[src/rtl/keyup_event_capture.sv]
// rtl/keyup_event_capture.sv - qualifies minmax_filter 'triggered' into timestamped key-up events
//
// Purpose: counts sample strobes, evaluates 'triggered' TRIG_LATENCY clocks after
// each strobe, confirms a key-up after CONFIRM_SAMPLES consecutive high samples,
// re-arms after RELEASE_SAMPLES consecutive low samples, and queues the index of
// the first high sample of each confirmed run in a FIFO read out as a stream.
//
// Ports:
//   clk, rst   clock, synchronous active-high reset
//   axiiv      sample strobe (same strobe as the filter)
//   triggered  level output of the filter
//   axiod      timestamp at FIFO head (registered)
//   axiov      FIFO non-empty
//   axior      downstream ready; pop on axiov && axior
//   overflow   sticky: an event was dropped on a full FIFO
//   busy       FSM not idle

module keyup_event_capture #(
    parameter int TS_WIDTH        = 32,
    parameter int CONFIRM_SAMPLES = 4,
    parameter int RELEASE_SAMPLES = 16,
    parameter int FIFO_DEPTH      = 8,
    parameter int TRIG_LATENCY    = 1
) (
    input  logic                clk,
    input  logic                rst,
    input  logic                axiiv,
    input  logic                triggered,
    output logic [TS_WIDTH-1:0] axiod,
    output logic                axiov,
    input  logic                axior,
    output logic                overflow,
    output logic                busy
);

    localparam int AW = $clog2(FIFO_DEPTH);
    localparam int HW = $clog2(CONFIRM_SAMPLES + 1);
    localparam int LW = $clog2(RELEASE_SAMPLES + 1);
    localparam logic [HW-1:0] HMAX = HW'(CONFIRM_SAMPLES);
    localparam logic [LW-1:0] LMAX = LW'(RELEASE_SAMPLES);
    localparam logic [AW:0]   FULL_CNT = (AW+1)'(FIFO_DEPTH);

    typedef enum logic [1:0] {
        IDLE    = 2'd0,
        CONFIRM = 2'd1,
        HOLD    = 2'd2
    } state_t;

    // Sample counter and strobe/tag delay line
    logic [TS_WIDTH-1:0]     sample_cnt;
    logic [TRIG_LATENCY-1:0] vld_pipe;
    logic [TS_WIDTH-1:0]     tag_pipe [TRIG_LATENCY];
    logic                    eval_vld;
    logic [TS_WIDTH-1:0]     eval_tag;

    // Each strobe carries its own tag down the line so back-to-back strobes
    // closer than the trigger latency are each evaluated with the right index.
    always_ff @(posedge clk) begin
        if (rst) begin
            sample_cnt <= '0;
            vld_pipe   <= '0;
            for (int i = 0; i < TRIG_LATENCY; i++) begin
                tag_pipe[i] <= '0;
            end
        end else begin
            if (axiiv) begin
                sample_cnt <= sample_cnt + TS_WIDTH'(1);
            end
            vld_pipe[0] <= axiiv;
            tag_pipe[0] <= sample_cnt;
            for (int i = 1; i < TRIG_LATENCY; i++) begin
                vld_pipe[i] <= vld_pipe[i-1];
                tag_pipe[i] <= tag_pipe[i-1];
            end
        end
    end

    assign eval_vld = vld_pipe[TRIG_LATENCY-1];
    assign eval_tag = tag_pipe[TRIG_LATENCY-1];

    // FSM
    state_t              state, state_nxt;
    logic [HW-1:0]       hcnt, hcnt_nxt;
    logic [LW-1:0]       lcnt, lcnt_nxt;
    logic [TS_WIDTH-1:0] cand_ts, cand_nxt;
    logic                push;
    logic [TS_WIDTH-1:0] push_ts;

    always_ff @(posedge clk) begin
        if (rst) begin
            state   <= IDLE;
            hcnt    <= '0;
            lcnt    <= '0;
            cand_ts <= '0;
        end else begin
            state   <= state_nxt;
            hcnt    <= hcnt_nxt;
            lcnt    <= lcnt_nxt;
            cand_ts <= cand_nxt;
        end
    end

    always_comb begin
        state_nxt = state;
        hcnt_nxt  = hcnt;
        lcnt_nxt  = lcnt;
        cand_nxt  = cand_ts;
        if (eval_vld) begin
            case (state)
                IDLE: begin
                    if (triggered) begin
                        if (CONFIRM_SAMPLES == 1) begin
                            state_nxt = HOLD;
                            lcnt_nxt  = '0;
                        end else begin
                            state_nxt = CONFIRM;
                            cand_nxt  = eval_tag;
                            hcnt_nxt  = HW'(1);
                        end
                    end
                end
                CONFIRM: begin
                    if (!triggered) begin
                        state_nxt = IDLE;
                    end else if (hcnt + HW'(1) == HMAX) begin
                        state_nxt = HOLD;
                        lcnt_nxt  = '0;
                    end else begin
                        hcnt_nxt = hcnt + HW'(1);
                    end
                end
                HOLD: begin
                    if (triggered) begin
                        lcnt_nxt = '0;
                    end else if (lcnt + LW'(1) == LMAX) begin
                        state_nxt = IDLE;
                    end else begin
                        lcnt_nxt = lcnt + LW'(1);
                    end
                end
                default: state_nxt = IDLE;
            endcase
        end
    end

    // The timestamp pushed is the first high sample of the run, not the
    // confirming one; only a single-sample confirm uses the current tag.
    always_comb begin
        busy    = (state != IDLE);
        push    = 1'b0;
        push_ts = cand_ts;
        if (eval_vld && triggered) begin
            case (state)
                IDLE: begin
                    if (CONFIRM_SAMPLES == 1) begin
                        push    = 1'b1;
                        push_ts = eval_tag;
                    end
                end
                CONFIRM: begin
                    if (hcnt + HW'(1) == HMAX) begin
                        push = 1'b1;
                    end
                end
                default: ;
            endcase
        end
    end

    // Event FIFO
    logic [TS_WIDTH-1:0] mem [FIFO_DEPTH];
    logic [AW-1:0]       wr_ptr, rd_ptr, rd_nxt;
    logic [AW:0]         count, count_nxt;
    logic                full, pop, wr_en;

    assign full   = (count == FULL_CNT);
    assign pop    = axiov && axior;
    assign wr_en  = push && (!full || pop);
    assign rd_nxt = pop ? rd_ptr + AW'(1) : rd_ptr;

    always_comb begin
        count_nxt = count;
        if (wr_en && !pop) begin
            count_nxt = count + (AW+1)'(1);
        end else if (!wr_en && pop) begin
            count_nxt = count - (AW+1)'(1);
        end
    end

    always_ff @(posedge clk) begin
        if (wr_en) begin
            mem[wr_ptr] <= push_ts;
        end
    end

    // axiod is preloaded with the next head; when the entry being written now
    // becomes the head, it bypasses the memory.
    always_ff @(posedge clk) begin
        if (rst) begin
            wr_ptr   <= '0;
            rd_ptr   <= '0;
            count    <= '0;
            axiov    <= 1'b0;
            axiod    <= '0;
            overflow <= 1'b0;
        end else begin
            if (wr_en) begin
                wr_ptr <= wr_ptr + AW'(1);
            end
            rd_ptr <= rd_nxt;
            count  <= count_nxt;
            axiov  <= (count_nxt != '0);
            axiod  <= (wr_en && (wr_ptr == rd_nxt)) ? push_ts : mem[rd_nxt];
            if (push && full && !pop) begin
                overflow <= 1'b1;
            end
        end
    end

endmodule

[config.mk]
export PLATFORM = sky130hd
export DESIGN_NAME = keyup_event_capture
export DESIGN_NICKNAME = d
export VERILOG_FILES = /design/src/rtl/keyup_event_capture.sv
export SDC_FILE = /design/constraint.sdc
export NUM_CORES = 1
export LEC_CHECK = 0
export CORE_MARGIN = 2
export CORE_UTILIZATION = 41
export CTS_CLUSTER_DIAMETER = 30
export CTS_CLUSTER_SIZE = 16
export DETAILED_ROUTE_END_ITERATION = 10
export PLACE_DENSITY = 0.54
export SYNTH_ARGS = -nofsm -noshare
export SYNTH_HDL_FRONTEND = slang
export SYNTH_SLANG_ARGS = --single-unit
[constraint.sdc]
create_clock -name clk -period 5.81 [get_ports clk]
set_input_delay 1.743 -clock clk [delete_from_list [all_inputs] [get_ports clk]]
set_output_delay 1.743 -clock clk [all_outputs]
set_load 0.05 [all_outputs]
Yosys cells after proc, flatten, opt, wreduce, memory -nomap -nowiden --
Memories as Yosys holds them, arrays and structs flattened. A register that Yosys moved wholly into a read port is not among the register bits. Index checks and enable logic that the tools add are counted.
Storage, ports and cells: input port bits 5, output and inout port bits 35, memories kept 2, bits in writable memories 288, word-level logic and storage cells 81, register bits 55
Cells by class: add/sub/neg operators 7, muxes and demuxes 28, reduce and logical (&&, ||, !) cells 21, equality and inequality tests 13
Memories:
- mem | words 8, width 32, read ports 1, clocked after Yosys merged registers in 1, wr ports 1, line 171 | logic [TS_WIDTH-1:0] mem [FIFO_DEPTH];
- tag_pipe | words 1, width 32, read ports 1, clocked after Yosys merged registers in 1, wr ports 1, line 52 | logic [TS_WIDTH-1:0] tag_pipe [TRIG_LATENCY];
Operators with widths (count):
- $add 32x1->32 const B | 1
- $mux 32 | 1
- $reduce_or 32->1 | 1
- $mux 5 | 4
- $reduce_and 5->1 | 3
- $mux 3 | 4
- $ne 2x2->1 const B | 6
- $mux 2 | 5
- $pmux 5 s2 | 1
- $add 3x1->3 const B | 3
- $mux 1 | 9
- $mux 4 | 2
- $logic_and 1x1->1 | 7
- $ne 3x3->1 const B | 2
- $pmux 2 s3 | 1
- $pmux 3 s2 | 1
- $reduce_bool 2->1 | 3
- $add 5x1->5 const B | 1
- $eq 5x5->1 const B | 1
- $add 4x1->4 const B | 1
- $eq 4x4->1 const B | 1
- $reduce_bool 4->1 | 1
- $sub 4x1->4 const B | 1
- $eq 3x3->1 const B | 1
- other kinds (6) | 8

Longest topological paths before layout --
Gate-level depths: netlist (run 1).
word-level depth 11, mapped depth 8, depth with buffers taken out 7

Worst setup path after synthesis (run 1) --
No wires, ideal clock.
kind input-to-reg, start input triggered, end memory mem[0][0], enable pin, stages on the path 5, path buffers 1, path slack 529 ps, arrival time 4820 ps, cells stage by stage clkbuf_1 -> and4b_1 -> o2111a_2 -> nand2b_1 -> nor3_1
Between the ends: longest elaborated chain between the ends 5
RTL lines:
- start, declared | line 28 | input logic triggered,
- $logic_and 1x1->1 | line 152 | if (eval_vld && triggered) begin
- $mux 1 | line 152
- $logic_and 1x1->1 | line 178 | assign wr_en = push && (!full || pop);
- $mux 1 | line 191 | if (wr_en) begin
- $mux 1 (implied by the code) | line 192 | mem[wr_ptr] <= push_ts;
- end, declared | line 171
Every way passes these cells.

Worst setup path after layout (run 1) --
start register state[0], end output busy
Between the ends: longest elaborated chain between the ends 1
RTL lines:
- start, declared | line 82 | state_t state, state_nxt;
- start signal, assigned | line 96 | state <= state_nxt;
- $reduce_bool 2->1 | line 149 | busy = (state != IDLE);
- end, declared | line 33 | output logic busy
Every way passes these cells.

==> flow_metrics.tcl, run 1 <==
set metrics [dict create \
    rows 71 \
    yosys_most_used_dff "edfxtp_1" \
    fin_ws_ns 1.953 \
    max_cap_viol_count 0 \
    yosysUniqueCellTypes 60 \
    min_from "tag_pipe[0][29]" \
    antenna_found_initial 0 \
    syn_to_final_growth_pct 25.60 \
    yosys_register_bits 407 \
    status "complete, no violations" \
    gr-total-overflow 0 \
    dpl_worst_slack_ns 1.466 \
    netlist_area_mm2 0.01571 \
    rsz0062_at_grt "no" \
    synth-edff-count 256 \
    io_buffers 39 \
    setup_violations 0 \
    hp-class "flip-flop to flip-flop" \
    clk_latency_ns 0.59 \
    drtPass1Iterations 4 \
    reg2reg_setup_slack_ns 3.17 \
    hold_buffers 0 \
    syn_nets 1111 \
    slew_violations 0 \
    synthCells 1097 \
    tightest_slew_ns 0.8429 \
    cts_root_buffer "clkbuf_16" \
    path_clk_slew_ns 0.05 \
    drive_above_1_share 0.2010 \
    pwr-share-clk 0.577 \
    pin_count 40 \
    grt_usage 0.1660 \
    cts_max_level 3 \
    grt_pass1_vias 9290 \
    post_cts_resized 0 \
    die_x_um 199.7 \
    fin_setup_tns_ns 0 \
    postRouteAntennaNets 0 \
    reg2reg_depth 6 \
    report.power.total_uw 8669 \
    power.internal_uw 6753 \
    wl_per_cell_um 17.80 \
    grt_pass1_wl_um 50750 \
    combPwrFrac 0.063 \
    path_max_fanout 14 \
    critical_path_class "flip-flop to primary output" \
    cts_tree "yes" \
    vias 8902 \
    rr_endpoint "mem[4][22]" \
    ys.warnings.count 0 \
    routed_wl_um 31420 \
    yosysSeqAreaShare 0.6819 \
    n_fill_cell 3180 \
    die_y_um 199.7 \
    avgSynthCellArea_um2 14.32 \
    power_density_mw_per_mm2 439.4 \
    clock_sink_count 407 \
    grt_start_max_net_pins 97 \
    nets 1195 \
    diodes 0 \
    finalCritPeriodShare 0.6638 \
    cp.arrival_ns 2.11 \
    critPathRequiredTime_ns 4.07 \
    design_area_mm2 0.01973 \
    p_seq_frac 0.361 \
    whs_path_depth 2 \
    drc 0 \
    core_region_area_mm2 0.03767 \
    hold_viol 0 \
    clockBufferDepth 3 \
    min_to "cand_ts[29]" \
    postCtsSetupBuffers 0 \
    dr.first_iter.drc_count 408 \
    synth_async_sr_flop_share 0 \
    fmax_mhz 259.3 \
    fin_crit_ns 3.857 \
    leakagePower_uw 0.007553 \
    r2r-start "hcnt[0]" \
    place_hpwl_um 17410 \
    switching_share 0.2210 \
    via_per_inst 5.044 \
    numCtsBuffers 88 \
    finClkSkew_ns 0.01973 \
    die_area_mm2 0.03989 \
    globalplace.congestion 0.7093 \
    p_switching_uw 1916 \
    dpl-instance-area_mm2 0.01664 \
    end_kind "primary output" \
    max_slew_margin 0.4381 \
    crit_path_start_kind "flip-flop" \
    peakVddDrop_v 0.0002174 \
    initial_utilization 0.4170 \
]
==> cell usage in the layout (no fill, tap or decap), drive strengths merged, types with 10 or more instances in the layout <==
master         netlist  layout
a211oi              36      36
a21oi               43      43
buf                 30      20
clkbuf              34     116
clkdlybuf4s50        0      38
clkinv               0      18
dfxtp              151     151
edfxtp             256     256
inv                 13      24
mux2i               68      68
mux4                33      33
nand2              122     122
nand3               19      19
nor2                94      94
nor2b               30      30
nor3                14      14
o21ai               10      10
o221a               31      31
xnor2               29      29
==> power by group through the flow <==
stage	registers, uW	logic, uW	clock network [uW]
after CTS	3130	554	5090
after floorplan	3260	351	0
final	3130	543	5000
after global routing	3130	589	5250
after detailed placement	3180	553	0
after global placement	3180	551	0
==> through the flow <==
step | hold slack (ns) | utilization | cells
6_report | 0.4261 | 0.5238 | 1765
5_1_grt | 0.4482 | 0.5238 | 1765
4_1_cts | 0.4327 | 0.5234 | 1764
3_5_place_dp | 0.4251 | 0.4418 | 1601
3_3_place_gp | 0.4252 | 0.4418 | 1601
2_1_floorplan | 0.4174 | - | 1097
==> how the worst max path moves through the flow <==
stage / start / to / slack [ns] / cells after the start
4_1_cts: state[0] / busy / 1.93 / 2
6_report: state[0] / busy / 1.95 / 2
2_1_floorplan: triggered / mem[0][0] / 0.53 / 5
3_3_place_gp: axior / axiod[5] / 1.45 / 8
5_1_grt: state[0] / busy / 1.84 / 2
3_5_place_dp: axior / axiod[30] / 1.47 / 7
==> worst max-delay path, stage by stage, from the launching register on <==
cell and delay [ns]:
dfxtp_1 0.55, or2_2 0.19, clkdlybuf4s50_1 0.79
==> cell type report <==
| type | count | area (um2) | area share |
|---|---|---|---|
| clock buffers | 116 | 2512 | 0.1274 |
| clock inverters | 47 | 559.3 | 0.02835 |
| inverters | 13 | 48.80 | 0.002474 |
| multi-input cells | 613 | 4703 | 0.2384 |
| flip-flops and latches | 407 | 10710 | 0.5429 |
| well taps | 511 | 639.4 | 0.03241 |
| repair buffers | 58 | 554.3 | 0.02810 |
==> cells in the mapped netlist (3+ instances only) <==
| library cell | number | area (um2) |
|---|---|---|
| edfxtp_1 | 256 | 7687 |
| dfxtp_1 | 151 | 3023 |
| nand2_1 | 122 | 457.9 |
| nor2_1 | 94 | 352.8 |
| mux2i_1 | 68 | 680.7 |
| a21oi_1 | 43 | 215.2 |
| clkbuf_1 | 33 | 123.9 |
| a211oi_2 | 30 | 375.4 |
| mux4_2 | 30 | 675.7 |
| nor2b_1 | 30 | 187.7 |
| o221a_1 | 29 | 326.6 |
| xnor2_1 | 28 | 245.2 |
| nand3_1 | 19 | 95.09 |
| buf_2 | 18 | 90.09 |
| inv_1 | 13 | 48.80 |
| nor3_1 | 13 | 65.06 |
| ha_1 | 9 | 112.6 |
| o21ai_0 | 9 | 45.04 |
| nor4_1 | 8 | 50.05 |
| buf_6 | 7 | 78.83 |
| a211oi_1 | 6 | 45.04 |
| a31oi_1 | 6 | 37.54 |
| nand2b_1 | 6 | 37.54 |
| and4_1 | 5 | 43.79 |
| xor2_1 | 5 | 43.79 |
| nand3b_1 | 4 | 30.03 |
| nand4_1 | 4 | 25.02 |
| or3_1 | 4 | 25.02 |
| and2_1 | 3 | 18.77 |
| and3_1 | 3 | 18.77 |
| mux4_1 | 3 | 78.83 |
| or2_2 | 3 | 18.77 |
==> cell families after synthesis <==
kind of cell	share of synthesized area
buffers and inverters	0.02446
and+or+nand+nor	0.09512
adders and majority gates	0.007170
xor gates and xnor gates	0.02270
DFF	0.6819
AOI/OAI and AO/OA	0.07584
muxes	0.09281
==> registers in the layout, indices dropped and copies added (netlist names) <==
register and cells:
overflow 1, state 2, axiov 1, rd_ptr 3, wr_ptr 3, eval_vld 1, hcnt 3, cand_ts 32
axiod 32, tag_pipe 32, sample_cnt 32, lcnt 5, count 4, mem 256
==> metal layers <==
| layer | part of all wire | up-vias | GRT usage |
|---|---|---|---|
| li1 | - | 4283 | - |
| met5 | 0 | - | 0 |
| met2 | 0.46 | 179 | 0.2608 |
| met3 | 0.048 | 46 | 0.03494 |
| met1 | 0.47 | 4394 | 0.2251 |
| met4 | 0.021 | 0 | 0.06831 |
Power figures use the tool's default switching activity.
==> run 2, diff against run 1 <==
--- a/config.mk
+++ b/config.mk
@@ -10,7 +10,7 @@
 export CTS_CLUSTER_DIAMETER = 30
 export CTS_CLUSTER_SIZE = 16
 export DETAILED_ROUTE_END_ITERATION = 10
-export PLACE_DENSITY = 0.54
+export PLACE_DENSITY = 0.56
 export SYNTH_ARGS = -nofsm -noshare
 export SYNTH_HDL_FRONTEND = slang
 export SYNTH_SLANG_ARGS = --single-unit
==> constraint.sdc (replaced) <==
create_clock -name clk -period 3.1 [get_ports clk]
set_input_delay 0.93 -clock clk [delete_from_list [all_inputs] [get_ports clk]]
set_output_delay 0.93 -clock clk [all_outputs]
set_load 0.05 [all_outputs]
==> flow_metrics.tcl, run 2 (synthesis results as in run 1) <==
set metrics [dict create \
    crit_path_top_delay_cell "clkdlybuf4s50_1" \
    hold_viol 0 \
    io_buffers 39 \
    grt_pass1_vias 9453 \
    max_slew_margin 0.5252 \
    post_cts_resized 0 \
    syn_to_final_growth_pct 28.62 \
    path_clk_slew_ns 0.05 \
    globalplace.congestion 0.7282 \
    largest-register "mem" \
    finClkSkew_ns 0.02246 \
    antenna_found_initial 0 \
    leakagePower_uw 0.007774 \
    cts_root_buffer "clkbuf_16" \
    reg2reg_setup_slack_ns 0.67 \
    cts_max_level 3 \
    finalCritPeriodShare 0.9305 \
    layout_commonest_cell "edfxtp_1" \
    diodes 0 \
    critPathTopFamily "buffers and inverters" \
    hold_buffers 0 \
    hp-class "flip-flop to flip-flop" \
    critical_path_class "flip-flop to primary output" \
    numCtsBuffers 83 \
    crit_path_start_kind "flip-flop" \
    largest_reg_flops 256 \
    cp_cell_sequence "or2_2 > clkdlybuf4s50_1" \
    worstSetupEndpoint "busy" \
    place_hpwl_um 19820 \
    rows 71 \
    die_area_mm2 0.03989 \
    rsz0062_at_grt "no" \
    clockBufferDepth 3 \
    fin_crit_ns 2.885 \
    vias 9067 \
    r2r-start "hcnt[0]" \
    fmax_mhz 346.7 \
    fin_setup_tns_ns 0 \
    via_per_inst 5.051 \
    grt_start_max_net_pins 48 \
    postCtsSetupBuffers 0 \
    path_max_fanout 7 \
    slew_violations 0 \
    initial_utilization 0.4170 \
    clock_sink_count 407 \
    core_region_area_mm2 0.03767 \
    drc 0 \
    critPathRequiredTime_ns 2.17 \
    die_y_um 199.7 \
    clk_latency_ns 0.59 \
    drive_above_1_share 0.2196 \
    power_density_mw_per_mm2 793.5 \
    wl_per_cell_um 18.38 \
    final_core_util 0.5363 \
    tightest_slew_ns 0.7121 \
    layout_common_cells "edfxtp_1, dfxtp_1, nand2_1, nor2_1, clkbuf_16" \
    cp.depth 2 \
    die_x_um 199.7 \
    peakVddDrop_v 0.0003773 \
    grt_pass1_wl_um 52900 \
    cp.arrival_ns 1.95 \
    rr_endpoint "mem[5][24]" \
    dr.first_iter.drc_count 458 \
    postRouteAntennaNets 0 \
    nets 1228 \
    cts_tree "yes" \
    gr-total-overflow 0 \
    end_kind "primary output" \
    drtPass1Iterations 5 \
    slowest_delay_ns 0.71 \
    routed_wl_um 33000 \
    reg2reg_depth 7 \
    grt_usage 0.1747 \
    critPathBufInv 1 \
    status "complete, no violations" \
    max_cap_viol_count 0 \
    pin_count 40 \
    setup_violations 0 \
    crit_start "state[1]" \
]
[run 2: report_power, final]
| group | internal, uW | leakage [uW] | switching (uW) |
|---|---|---|---|
| Clock | 6200 | 0.00141 | 2860 |
| Combinational | 478 | 0.00240 | 635 |
| Sequential | 5790 | 0.00396 | 68.0 |
| Total | 12500 | 0.00777 | 3560 |
[run 2: cell type report]
class	count	area, um2
multi-input combinational	613	4716
tap	511	639.4
fill	3118	17460
sequential	407	10710
inverter	13	48.80
clock buffer	97	2212
clock inverter	58	705.7
timing repair buffer	96	1170
[run 2: worst reg2reg max path: stages (launching register included)]
cell and delay, ns:
dfxtp_1 0.38, ha_1 0.27, xor2_1 0.37, o2111a_2 0.38, nand2_1 0.15, buf_4 0.20, nor2_4 0.14, buf_12 0.22
[run 2: worst min path at each step]
| stage | startpoint | to | cells past startpoint |
|---|---|---|---|
| floorplan | tag_pipe[0][0] | cand_ts[0] | 2 |
| global placement | tag_pipe[0][13] | cand_ts[13] | 2 |
| detailed placement | tag_pipe[0][31] | cand_ts[31] | 2 |
| CTS | tag_pipe[0][31] | cand_ts[31] | 2 |
| global route | tag_pipe[0][6] | cand_ts[6] | 2 |
| finish | tag_pipe[0][31] | cand_ts[31] | 2 |
[run 2: through the flow]
| step | cells | total power, uW | setup slack, ns | hold slack, ns | area (um2) |
|---|---|---|---|---|---|
| 5_1_grt | 1795 | 16560 | 0.1710 | 0.4445 | 20200 |
| 4_1_cts | 1795 | 16210 | 0.1846 | 0.4272 | 20200 |
| 6_report | 1795 | 16030 | 0.2155 | 0.4201 | 20200 |
| 3_5_place_dp | 1640 | 7088 | -0.03229 | 0.4255 | 17280 |
| 2_1_floorplan | 1097 | 6762 | -0.5116 | 0.4174 | 15720 |
| 3_3_place_gp | 1640 | 7088 | -0.04307 | 0.4222 | 17280 |
[run 2: metal layers]
layer / vias up / global-route usage / wire [um]
li1: 4360 / - / -
met1: 4508 / 0.2329 / 15290
met2: 147 / 0.2810 / 15690
met3: 52 / 0.03679 / 1358
met4: 0 / 0.06804 / 659
met5: - / 0 / 0
